**src/rtl/barrel_shifter_pkg.sv**
```systemverilog
// Shared constants for the 32-bit logarithmic barrel shifter.
// Optional feature macro: BARREL_SHIFTER_ROTATE_EN (adds rotate support).
package barrel_shifter_pkg;

  // Datapath width. Only 32 is verified; must stay a power of two.
  localparam int DATA_W  = 32;
  // Shift-amount width, always log2(DATA_W).
  localparam int SHAMT_W = $clog2(DATA_W);

  localparam logic DIR_LEFT  = 1'b0;
  localparam logic DIR_RIGHT = 1'b1;

endpackage

```
**src/rtl/barrel_shift_stage.sv**
```systemverilog
// One stage of the logarithmic shifter: shifts by a fixed distance DIST when
// enabled, otherwise passes the operand through unchanged.
// Optional feature macro: BARREL_SHIFTER_ROTATE_EN (adds the rotate input).
module barrel_shift_stage
  import barrel_shifter_pkg::*;
#(
  parameter int DIST = 1
) (
  input  logic [DATA_W-1:0] data,
  input  logic              enable,
  input  logic              direction,
`ifdef BARREL_SHIFTER_ROTATE_EN
  input  logic              rotate,
`endif
  output logic [DATA_W-1:0] result
);

  logic [DATA_W-1:0] shifted;

  // Select the shifted (or rotated) operand, then bypass when the stage is off.
  always_comb begin
    shifted = data;
    if (direction == DIR_RIGHT) begin
      shifted = data >> DIST;
    end else begin
      shifted = data << DIST;
    end
`ifdef BARREL_SHIFTER_ROTATE_EN
    // Rotation re-injects the bits that fell off the far end.
    if (rotate) begin
      if (direction == DIR_RIGHT) begin
        shifted = (data >> DIST) | (data << (DATA_W - DIST));
      end else begin
        shifted = (data << DIST) | (data >> (DATA_W - DIST));
      end
    end
`endif
    result = enable ? shifted : data;
  end

endmodule

```
**src/rtl/barrel_shifter32.sv**
```systemverilog
// 32-bit logarithmic barrel shifter with a registered output.
// Five cascaded stages shift by 1, 2, 4, 8 and 16, each enabled by the
// matching shift_amount bit; the chain output is captured every cycle.
// Optional feature macro: BARREL_SHIFTER_ROTATE_EN (adds the rotate port).
module barrel_shifter32
  import barrel_shifter_pkg::*;
(
  input  logic               clk,
  input  logic               rst_n,
  input  logic [DATA_W-1:0]  data_in,
  input  logic [SHAMT_W-1:0] shift_amount,
  input  logic               direction,
`ifdef BARREL_SHIFTER_ROTATE_EN
  input  logic               rotate,
`endif
  output logic [DATA_W-1:0]  data_out
);

  // chain[k] is the operand entering stage k; chain[SHAMT_W] is the result.
  logic [SHAMT_W:0][DATA_W-1:0] chain;

  assign chain[0] = data_in;

  for (genvar k = 0; k < SHAMT_W; k++) begin : g_stage
    barrel_shift_stage #(
      .DIST (1 << k)
    ) u_stage (
      .data      (chain[k]),
      .enable    (shift_amount[k]),
      .direction (direction),
`ifdef BARREL_SHIFTER_ROTATE_EN
      .rotate    (rotate),
`endif
      .result    (chain[k+1])
    );
  end

  // Output register: one-cycle latency, cleared immediately by reset.
  always_ff @(posedge clk or negedge rst_n) begin
    if (!rst_n) begin
      data_out <= '0;
    end else begin
      data_out <= chain[SHAMT_W];
    end
  end

endmodule

```
**config.mk**
```make
export PLATFORM = sky130hd
export DESIGN_NAME = barrel_shifter32
export DESIGN_NICKNAME = d
export VERILOG_FILES = /design/src/rtl/barrel_shifter_pkg.sv /design/src/rtl/barrel_shift_stage.sv /design/src/rtl/barrel_shifter32.sv
export SDC_FILE = /design/constraint.sdc
export NUM_CORES = 1
export LEC_CHECK = 0
export BUFFER_PORTS_ARGS = -buffer_cell sky130_fd_sc_hd__clkbuf_2
export CAP_MARGIN = 20
export CORE_MARGIN = 3
export CORE_UTILIZATION = 35
export DETAILED_ROUTE_END_ITERATION = 16
export PLACE_DENSITY = 0.51
export REMOVE_ABC_BUFFERS = 1
export SLEW_MARGIN = 40
export SYNTH_ARGS = -nofsm -noshare
export SYNTH_HDL_FRONTEND = slang
export SYNTH_SLANG_ARGS = --single-unit
```
**constraint.sdc**
```tcl
create_clock -name clk -period 0.8 [get_ports clk]
set_input_delay 0.16 -clock clk [delete_from_list [all_inputs] [get_ports clk]]
set_output_delay 0.16 -clock clk [all_outputs]
set_load 0.02 [all_outputs]
```
==> summary.md <==
| Metric | Value |
|---|---|
| CP max stage cell | `mux4_2` |
| Final Core Density | `65.25%` |
| Die area | `15700 um^2` |
| Power share of the clock group | `22.4%` |
| DRT iter0 DRCs | `735` |
| Num CTS Buffers | `5` |
| Hold Crit Class | `in -> reg` |
| Syn_area_per_cell | `7.908 um^2` |
| Register share of total power | `18.6%` |
| Critical path arrival | `1940 ps` |
| Pre-CTS setup slack | `-1582 ps` |
| Seq/Total Area, Yosys | `16.07%` |
| Final hold vios | `0` |
| Synthesized cell area | `4982 um^2` |
| Max reg flops | `32` |
| Io pins | `72` |
| Post-synth EDFFs | `0` |
| Commonest cells post-synth | `77 x nor2_1, 64 x nand2_1, 54 x mux2i_1` |
| Net switching fraction of the power | `37.49%` |
| Period minus WS final | `1802 ps` |
| Kind of cell adding the most delay to the critical path | `multiplexers` |
| Most common cell in the netlist | `nor2_1` |
| HPWL after detailed placement | `18610 um` |
| Status | `finished with violations` |
| Leakage | `0.003831 uW` |
| Placed Instance Area | `6978 um^2` |
| Worst Path Max Fanout | `5` |
| Relative slew slack | `64.65%` |
| Die span in x | `125.3 um` |
| WHS Endpoint | `data_out[11]` |
| Period Utilization, post-route | `225.2%` |
| Drt pass-1 iters | `7` |
| Hold Path Origin | `shift_amount[4]` |
| Slew Limit Fails | `0` |
| Post-route worst setup slack | `-1002 ps` |
| RSZ-0062 raised after global routing | `true` |
| Worst vdd ir | `0.7023 mV` |
| Clock transition at path regs | `50 ps` |
| Comb pwr share | `59.0%` |
| Fin area | `8846 um^2` |
| Critical Path Max Stage Delay | `520 ps` |
| Final nets | `938` |
| Number of global-route vias before repair | `6544` |
| Total number of vias | `6779` |
| Post-synth top area share | `16.07%` |
| Routed wire length | `25110 um` |
| Area contributors post-synth | `dfrtp_1 16%, mux4_2 13%, mux2i_1 11%, nor2_1 5.8%, a211oi_1 5.4%` |
| Depth of the CTS H-tree | `2` |
| Internal | `6392 uW` |
| Antenna Cells | `0` |
| Top flop regs | `data_out (32)` |
| Cell area power density | `1156 nW/um^2` |
| Antenna-violating nets left | `0` |
| Vias per inst | `6.306` |
| CTS tree | `yes` |
| # DRC | `0` |
| First-pass GRT wire length | `37760 um` |
| Most flop-heavy register | `data_out` |
| Post-synth cell types | `54` |
| Port Buffer Count | `71` |
| Final RePlAce weighted congestion | `1.008` |
| Hold depth | `3` |
| Worst path bufs/invs | `2` |
| Worst Max-Slew Pin Slew | `528.3 ps` |
| Top cell type by total area after synthesis | `dfrtp_1` |
| CORE AREA | `13560 um^2` |
| Kind of critical path | `in -> reg` |
| Setup-failing EPs final | `64` |
| Hold slack | `314.2 ps` |
| Pin count of the biggest net entering global routing | `33` |
| Switching Power | `3834 uW` |
| Async SR Flop Fraction | `100.0%` |
| Root buffer cell | `clkbuf_16` |
| Remaining Overflow, GRT | `0` |
| Routed len/inst | `23.36 um` |
| Final TNS setup | `-32450 ps` |
| Chip height | `125.3 um` |
| Layout area overhead | `77.55%` |
| Clock buffer depth | `2` |
| Main flop type after synthesis | `dfrtp_1` |
| Clk sink count | `32` |
| Failing checks | `negative setup slack` |
| Share of cells above drive strength 1 | `59.29%` |
| Seq cells post-synth | `32` |
| Max-cap check violation count | `0` |
| CP Capture Type | `flop` |
| Data required time of the worst path | `940 ps` |
| Placement row count | `42` |
| Initial antenna violation count | `0` |
| CP Launch Type | `primary input` |
| Total GRT Usage | `30.11%` |
| Mapped Cells | `630` |
| Ordered cell list for the critical path | `buf_16, buf_6, mux2_4, mux4_2, nor2_4, nor3_4, a32o_1, a221o_1` |
| YS warnings | `0` |
| FMAX | `0.5550 GHz` |
| Starting Density | `36.75%` |
-- layer usage --
metal	share of wire (%)	wire [um]	GRT usage, %
met1	41	10240	40.80
met2	47	11820	48.85
met3	7.4	1870	3.625
met4	4.7	1181	12.56
met5	0	0	0
-- cell families (layout without fill, tap and decap cells) --
kind of cell	Yosys count	in the layout	share of synthesized area, %
AND/OR/NAND/NOR	186	186	15.75
buffers and inverters	78	347	7.936
flip-flops	32	32	16.07
AO/OA/AOI/OAI	223	223	30.03
multiplexers	111	111	30.21
-- tightest hold or removal path: cells and delay by family --
family          cells  cell delay [ps]
buf+inv             2              320
compound gates      1               70
-- placed cells by master (no fill, tap or decap), drive strengths merged, types with 5 or more instances in the layout --
cell / netlist / layout
o211ai: 9 / 9
dfrtp: 32 / 32
o221ai: 6 / 6
o22ai: 14 / 14
o21ai: 48 / 48
nor3: 13 / 13
a21oi: 44 / 44
nand3: 11 / 11
a211oi: 37 / 37
mux2: 29 / 29
a221o: 6 / 6
a31oi: 9 / 9
clkbuf: 28 / 41
buf: 39 / 292
o311ai: 5 / 5
inv: 11 / 10
mux4: 28 / 28
mux2i: 54 / 54
nand2b: 7 / 7
a22oi: 12 / 12
nand2: 64 / 64
nor2: 77 / 77
-- how the worst max path moves through the flow --
stage                         to       from  cells past startpoint  slack [ps]
detailed placement  data_out[24]  direction                      9       -1580
global placement    data_out[24]  direction                      9       -1590
finish               data_out[5]  direction                      8       -1000
floorplan           data_out[12]  direction                      5        -980
global route        data_out[17]  direction                     10       -1020
CTS                  data_out[5]  direction                      8        -980
-- through the flow --
| step | cells | total power (uW) |
|---|---|---|
| finish | 1075 | 10230 |
| global route | 1075 | 10630 |
| CTS | 1063 | 9471 |
| detailed placement | 1024 | 6407 |
| global placement | 1024 | 6401 |
| floorplan | 563 | 3830 |
-- layout make-up --
cell class,instances,area (um^2)
Tap cell,176,220.2
Inverter,11,45.04
Timing Repair Buffer,328,2975
Clock inverter,1,30.03
Multi-Input combinational cell,520,4622
Clock buffer,7,152.6
Fill cell,1132,4712
Sequential cell,32,800.8
-- timing repair --
| action | in CTS | in global routing |
|---|---|---|
| setup buffers | 27 | 16 |
| endpoints found under the hold margin | 32 | 0 |
| hold buffers | 1 | 0 |
| gates resized for setup | 171 | 189 |
| pin swaps | 46 | 46 |
| gates cloned | 4 | 0 |
| endpoints found under the setup margin | 64 | 64 |
-- power by group through the flow --
stage	clock, uW	combinational (uW)	sequential (uW)
2_1_floorplan	0	1710	2120
3_3_place_gp	0	4510	1890
3_5_place_dp	0	4520	1890
4_1_cts	2320	5290	1860
5_1_grt	2390	6330	1920
6_report	2290	6040	1900
Note: power is estimated with default switching activity, not from simulation.
